<file path="src/rtl/spi_master_pkg.sv">
// rtl/spi_master_pkg.sv - shared state encoding, SPI mode constants and sizing helpers
package spi_master_pkg;

  typedef enum logic [2:0] {
    ST_IDLE,
    ST_SETUP,
    ST_SHIFT,
    ST_HOLD,
    ST_GAP
  } state_t;

  // {cpol, cpha}
  localparam logic [1:0] MODE0 = 2'b00;
  localparam logic [1:0] MODE1 = 2'b01;
  localparam logic [1:0] MODE2 = 2'b10;
  localparam logic [1:0] MODE3 = 2'b11;

  function automatic int cs_width(input int n);
    return (n > 1) ? $clog2(n) : 1;
  endfunction

  function automatic int max3(input int a, input int b, input int c);
    int m;
    m = (a > b) ? a : b;
    return (m > c) ? m : c;
  endfunction

endpackage

</file>
<file path="src/rtl/spi_edge_gen.sv">
// rtl/spi_edge_gen.sv - SCLK divider: flags the SCLK edge taken at the next clk edge
module spi_edge_gen #(
  parameter int N_BIT   = 96,
  parameter int CLK_DIV = 4
) (
  input  logic clk,
  input  logic nrst,
  input  logic start,
  input  logic run,
  output logic edge_stb,
  output logic lead,
  output logic last,
  output logic shift_end
);

  localparam int DW = $clog2(CLK_DIV + 1);
  localparam int EW = $clog2(2 * N_BIT + 1);
  localparam logic [DW-1:0] DIV_LAST = DW'(CLK_DIV - 1);
  localparam logic [EW-1:0] EDGES    = EW'(2 * N_BIT);

  logic [DW-1:0] div;
  logic [EW-1:0] edge_cnt;
  logic [EW-1:0] edge_num;
  logic          tick;

  // start fires edge 1 itself; later edges come every CLK_DIV cycles, and one
  // more full period elapses after edge 2*N_BIT before the shift phase ends
  always_comb begin
    tick      = run && (div == DIV_LAST);
    edge_stb  = start || (tick && (edge_cnt != EDGES));
    edge_num  = start ? EW'(1) : edge_cnt + 1'b1;
    lead      = edge_num[0];
    last      = (edge_num == EDGES);
    shift_end = tick && (edge_cnt == EDGES);
  end

  always_ff @(posedge clk or negedge nrst) begin
    if (!nrst) begin
      div      <= '0;
      edge_cnt <= '0;
    end else if (start) begin
      div      <= '0;
      edge_cnt <= EW'(1);
    end else if (run) begin
      div <= tick ? '0 : div + 1'b1;
      if (edge_stb) edge_cnt <= edge_num;
    end
  end

endmodule

</file>
<file path="src/rtl/spi_master_multi.sv">
// rtl/spi_master_multi.sv - multi-CS SPI master with per-frame mode, CS timing and MISO readback
module spi_master_multi import spi_master_pkg::*; #(
  parameter int N_BIT    = 96,
  parameter int NUM_CS   = 2,
  parameter int CLK_DIV  = 4,
  parameter int CS_SETUP = 2,
  parameter int CS_HOLD  = 2,
  parameter int CS_GAP   = 4
) (
  input  logic                          clk,
  input  logic                          nrst,
  input  logic                          pll_locked,
  input  logic                          wreq,
  input  logic [N_BIT-1:0]              wdata,
  input  logic [cs_width(NUM_CS)-1:0]   cs_sel,
  input  logic                          cpol,
  input  logic                          cpha,
  output logic                          rdy,
  output logic                          done,
  output logic                          err,
  output logic [N_BIT-1:0]              rdata,
  output logic                          spi_sclk,
  output logic [NUM_CS-1:0]             spi_csn,
  output logic                          spi_mosi,
  input  logic                          spi_miso
);

  localparam int CW = $clog2(max3(CS_SETUP, CS_HOLD, CS_GAP) + 1);

  state_t           state, state_nxt;
  logic [CW-1:0]    cnt;
  logic [N_BIT-1:0] tx, rx, tx_shl, rx_shl;
  logic             cpol_q, cpha_q;
  logic             accept, reject, abort, setup_last, hold_last;
  logic             edge_stb, lead, last, shift_end;

  spi_edge_gen #(.N_BIT(N_BIT), .CLK_DIV(CLK_DIV)) u_edge_gen (
    .clk       (clk),
    .nrst      (nrst),
    .start     (setup_last),
    .run       ((state == ST_SHIFT) && pll_locked),
    .edge_stb  (edge_stb),
    .lead      (lead),
    .last      (last),
    .shift_end (shift_end)
  );

  always_comb begin
    state_nxt  = state;
    accept     = 1'b0;
    reject     = 1'b0;
    abort      = 1'b0;
    setup_last = 1'b0;
    hold_last  = 1'b0;
    case (state)
      ST_IDLE: if (wreq && rdy) begin
        if (32'(cs_sel) < NUM_CS) begin
          accept    = 1'b1;
          state_nxt = ST_SETUP;
        end else begin
          reject = 1'b1;
        end
      end
      ST_SETUP: if (!pll_locked) abort = 1'b1;
        else if (cnt == CW'(CS_SETUP - 1)) begin
          setup_last = 1'b1;
          state_nxt  = ST_SHIFT;
        end
      ST_SHIFT: if (!pll_locked) abort = 1'b1;
        else if (shift_end) state_nxt = ST_HOLD;
      ST_HOLD: if (!pll_locked) abort = 1'b1;
        else if (cnt == CW'(CS_HOLD - 1)) begin
          hold_last = 1'b1;
          state_nxt = ST_GAP;
        end
      ST_GAP: if (cnt == CW'(CS_GAP - 1)) state_nxt = ST_IDLE;
      default: state_nxt = ST_IDLE;
    endcase
    if (abort) state_nxt = ST_GAP;
  end

  always_comb begin
    tx_shl    = tx << 1;
    rx_shl    = rx << 1;
    rx_shl[0] = spi_miso;
  end

  always_ff @(posedge clk or negedge nrst) begin
    if (!nrst) state <= ST_IDLE;
    else       state <= state_nxt;
  end

  always_ff @(posedge clk or negedge nrst) begin
    if (!nrst) begin
      cnt      <= '0;
      tx       <= '0;
      rx       <= '0;
      rdata    <= '0;
      cpol_q   <= 1'b0;
      cpha_q   <= 1'b0;
      rdy      <= 1'b0;
      done     <= 1'b0;
      err      <= 1'b0;
      spi_sclk <= 1'b0;
      spi_csn  <= '1;
      spi_mosi <= 1'b0;
    end else begin
      done <= 1'b0;
      err  <= 1'b0;
      rdy  <= (state_nxt == ST_IDLE) && pll_locked;
      if (state_nxt != state) cnt <= '0;
      else if (state != ST_IDLE && state != ST_SHIFT) cnt <= cnt + 1'b1;

      if (accept) begin
        tx       <= wdata;
        rx       <= '0;
        cpol_q   <= cpol;
        cpha_q   <= cpha;
        spi_csn  <= ~(NUM_CS'(1) << cs_sel);
        spi_sclk <= cpol;
        spi_mosi <= cpha ? 1'b0 : wdata[N_BIT-1];
      end
      if (reject) err <= 1'b1;

      // the sampling edge is the leading one for cpha=0 and the trailing one for cpha=1
      if (edge_stb) begin
        spi_sclk <= ~spi_sclk;
        if (lead ^ cpha_q) begin
          rx <= rx_shl;
        end else if (cpha_q) begin
          spi_mosi <= tx[N_BIT-1];
          tx       <= tx_shl;
        end else if (!last) begin
          spi_mosi <= tx_shl[N_BIT-1];
          tx       <= tx_shl;
        end
      end
      if (state == ST_SHIFT && state_nxt == ST_HOLD) spi_mosi <= 1'b0;

      if (hold_last) begin
        spi_csn <= '1;
        done    <= 1'b1;
        rdata   <= rx;
      end
      if (abort) begin
        spi_csn  <= '1;
        spi_sclk <= cpol_q;
        spi_mosi <= 1'b0;
        err      <= 1'b1;
      end
    end
  end

endmodule

</file>
<file path="config.mk">
export PLATFORM = sky130hd
export DESIGN_NAME = spi_master_multi
export DESIGN_NICKNAME = d
export VERILOG_FILES = /design/src/rtl/spi_master_pkg.sv /design/src/rtl/spi_edge_gen.sv /design/src/rtl/spi_master_multi.sv
export SDC_FILE = /design/constraint.sdc
export NUM_CORES = 1
export LEC_CHECK = 0
export CAP_MARGIN = 10
export CORE_ASPECT_RATIO = 0.9
export CORE_MARGIN = 8
export CORE_UTILIZATION = 53
export DETAILED_ROUTE_END_ITERATION = 8
export PLACE_DENSITY_LB_ADDON = 0.3
export SLEW_MARGIN = 5
export SYNTH_ARGS = -nofsm -noshare
export SYNTH_HDL_FRONTEND = slang
export SYNTH_SLANG_ARGS = --single-unit
</file>
<file path="constraint.sdc">
create_clock -name clk -period 3.3 [get_ports clk]
set_input_delay 0.66 -clock clk [delete_from_list [all_inputs] [get_ports clk]]
set_output_delay 0.66 -clock clk [all_outputs]
set_load 0.1 [all_outputs]
</file>
==> impl_metrics.py <==
metrics = {
    "logic_synthesis": {
        "synth_ff_type": "dfrtp_1",
        "synth_edf_count": 0,
        "ys_types": 51,
        "syn_avg_cell_area_um2": 10.6,
        "synth_top_cell_area_share_pct": 56.0,
        "synth_seq_cells": 314,
        "ys_warn_count": 0,
        "synth.net_count": 1422,
        "yosys-top-cells-area": "dfrtp_1 56%, nand2_1 8.2%, mux2_2 7.7%",
        "synth_async_sr_flop_share_pct": 100,
        "synth_compound_area_share_pct": 10.9,
        "synth_cells": 1312,
        "yosysSeqAreaShare_pct": 56.3,
        "synthAdderAreaFrac_pct": 0.538,
        "syn_area_um2": 14000,
        "synth_largest_area_cell": "dfrtp_1",
        "synth_xor_area_share_pct": 0.502,
        "synth.area.mux_share_pct": 14.8,
        "synth_top_family_by_area": "multiplexers",
        "synth-simple-area-share_pct": 10.7,
    },
    "clocking": {
        "cts_htree_levels": 2,
        "cts_tree": "yes",
        "clock_path_buffers": 3,
        "cts_setup_buffers": 0,
        "clock_latency_ns": 0.50,
        "cts.clk_slew.worst_paths_ns": 0.06,
        "cts_buffers": 34,
        "root_buffer": "clkbuf_16",
        "cts_sinks": 314,
        "ctsResizeCount": 0,
        "cts_hold_buf": 0,
    },
    "detailed_routing": {
        "wl_per_cell_um": 16.9,
        "drc": 0,
        "drt_pass1_iterations": 5,
        "drt_wl_total_um": 31200,
        "via_count": 10116,
        "via_per_inst": 5.46,
        "drt_iter0_markers": 818,
        "ant_nets": 0,
    },
    "die": {
        "ios": 207,
        "die_h_um": 170,
        "design.core.area_um2": 26000,
        "dieArea_um2": 31800,
        "die_x_um": 187,
        "rows": 56,
        "start_util_pct": 53.7,
    },
    "final_layout": {
        "nets": 1589,
        "area_growth_syn_to_layout_pct": 24.6,
        "fillers": 1992,
        "final_cells": 1854,
        "drive_gt1_share_pct": 19.8,
    },
    "hold_path": {
        "holdCritPathClass": "input pin to asynchronous set/reset pin",
    },
    "power": {
        "cellPowerDensity_nw_per_um2": 629,
        "p_leak_nw": 8.48,
        "ir_drop_uv": 397,
    },
    "sta": {
        "slew_violations": 0,
        "finalHoldViolCount": 0,
        "hold-worst-slack_ns": 0.149,
        "fin_crit_sh_pct": 86.4,
        "slew_headroom_pct": 54.0,
        "rsz0062_at_grt": "no",
        "period_needed_ns": 2.85,
        "fmax_mhz": 351,
        "finalSetupViolations": 0,
        "fin_skew_ns": 0.0115,
        "setup_tns_ns": 0,
        "worst_slew_pin_slew_ns": 0.691,
    },
    "global_route": {
        "grt_max_degree": 103,
        "grt_pass1_vias": 10061,
        "grt-ovfl-total": 0,
        "grt_use_total_pct": 19.4,
        "grt_pass1_wl_um": 52300,
        "antenna_found_initial": 2,
    },
    "critical_path": {
        "max_stage_delay_ns": 0.59,
        "crit_fanout": 89,
        "r2r_cells": 8,
        "critical_path.cell_chain": "inv_1 -> ha_1 -> nand2b_1 -> or4_1 -> o2111ai_4 -> buf_12 -> a21oi_1 -> a41oi_1",
        "r2r_start": "u_edge_gen.edge_cnt[0]",
        "rr_endpoint": "tx[54]",
        "arrival_ns": 3.25,
        "critPathLaunchType": "flip-flop",
        "worst_setup_path_end_kind": "flip-flop",
        "slowest_stage": "dfrtp_1",
        "critical_path_required_ns": 3.70,
        "crit_type": "flip-flop to flip-flop",
        "crit_path_start": "u_edge_gen.edge_cnt[0]",
        "crit_end": "tx[54]",
        "worst-r2r-setup-slack_ns": 0.45,
    },
    "placement": {
        "io_buffers": 206,
        "place_inst": 1791,
        "place.gp.congestion": 0.789,
        "dpl.hpwl_um": 20200,
    },
    "run": {
        "drv_cap": 0,
    },
    "run_status": {
        "status": "finished, final reports clean",
    },
}
[where the power goes]
group	internal (mW)	switching (mW)	total, mW
Sequential	4.51	0.410	4.92
Combinational	0.917	1.21	2.13
Clock	2.36	1.52	3.87
[logic make-up after synthesis]
logic type | after synthesis
simple gates | 365
flops | 314
compound gates | 221
buf+inv | 204
mux | 194
xor+xnor | 8
fa+ha+maj | 6
[worst min path at each step]
stage	startpoint	endpoint	slack [ns]	cells past startpoint
after floorplan	nrst	cnt[0]	0.36	0
after global placement	cpol_q	cpol_q	0.46	1
after detailed placement	cpol_q	cpol_q	0.48	1
after CTS	nrst	tx[54]	0.16	1
after global routing	nrst	tx[53]	0.18	1
final	nrst	tx[54]	0.15	1
[cell usage after synthesis, drive strengths merged, types with 2 or more instances]
library cell / count
dfrtp: 312
nand2: 303
inv: 103
a21oi: 102
mux2i: 98
mux2: 96
a41oi: 94
clkbuf: 58
buf: 43
nor2: 21
o21ai: 7
ha: 6
nand2b: 6
and2: 5
nand3: 5
nor3: 5
xnor2: 5
nor2b: 4
a211oi: 3
nand3b: 3
o31ai: 3
xor2: 3
a21o: 2
a22o: 2
dfstp: 2
nand4: 2
nor4: 2
nor4b: 2
o2bb2ai: 2
[cell usage in the layout (no fill, tap or decap), types with 3 or more instances in the layout]
cell type / n
mux2_2: 96
a41oi_1: 94
a21oi_1: 101
nand2b_1: 5
clkinv_2: 8
xor2_1: 3
clkbuf_16: 37
nand3_1: 4
buf_4: 109
ha_1: 6
clkbuf_1: 4
buf_12: 20
clkdlybuf4s50_1: 102
nor2b_1: 4
xnor2_1: 5
and2_1: 5
o21ai_0: 7
nand2_1: 302
nor3_1: 4
clkbuf_8: 7
inv_1: 103
mux2i_1: 98
nor2_1: 20
dfrtp_1: 312
[worst max-delay path, delay by kind of cell, from the launching register on]
family                     cells  cell delay (ns)
buffers and inverters          2             0.45
and+or+nand+nor                2             0.68
DFF                            1             0.59
adders and majority gates      1             0.32
AOI/OAI and AO/OA              3             0.66
[layout make-up]
class / count / area, um^2 / area share, %
antenna: 2 / 5.00 / 0.0288
clock buffer: 48 / 1040 / 5.97
clock inverter: 13 / 128 / 0.734
inverter: 103 / 387 / 2.22
multi-input combinational: 794 / 5280 / 30.3
sequential: 314 / 7860 / 45.2
tap: 348 / 435 / 2.51
timing repair buffer: 232 / 2250 / 13.0
[through the flow]
| stage | util [%] | instance area (um^2) | power [mW] | worst slack [ns] |
|---|---|---|---|---|
| 2_1_floorplan | - | 14000 | 6.42 | 0.842 |
| 3_3_place_gp | 62.4 | 16200 | 7.02 | 0.199 |
| 3_5_place_dp | 62.4 | 16200 | 7.10 | 0.124 |
| 4_1_cts | 66.8 | 17400 | 11.0 | 0.452 |
| 5_1_grt | 66.9 | 17400 | 11.5 | 0.268 |
| 6_report | 66.9 | 17400 | 10.9 | 0.449 |
[metal layers]
metal  vias up  GRT usage (%)  wire length, um
li1       4827              -                -
met1      5005           27.5            14700
met2       242           30.2            14500
met3        42           3.95             1530
met4         0           5.48              528
met5         -              0                0
[sequential cells by signal, indices dropped and copies added (netlist names)]
| register | flops |
|---|---|
| rx | 96 |
| done | 1 |
| rdata | 96 |
| spi_mosi | 1 |
| state | 3 |
| cpol_q | 1 |
| u_edge_gen.edge_cnt | 8 |
| cnt | 3 |
| u_edge_gen.div | 3 |
| err | 1 |
| rdy | 1 |
| tx | 96 |
| spi_csn | 2 |
| spi_sclk | 1 |
| cpha_q | 1 |
No activity file was read; power rests on OpenSTA's default activity.
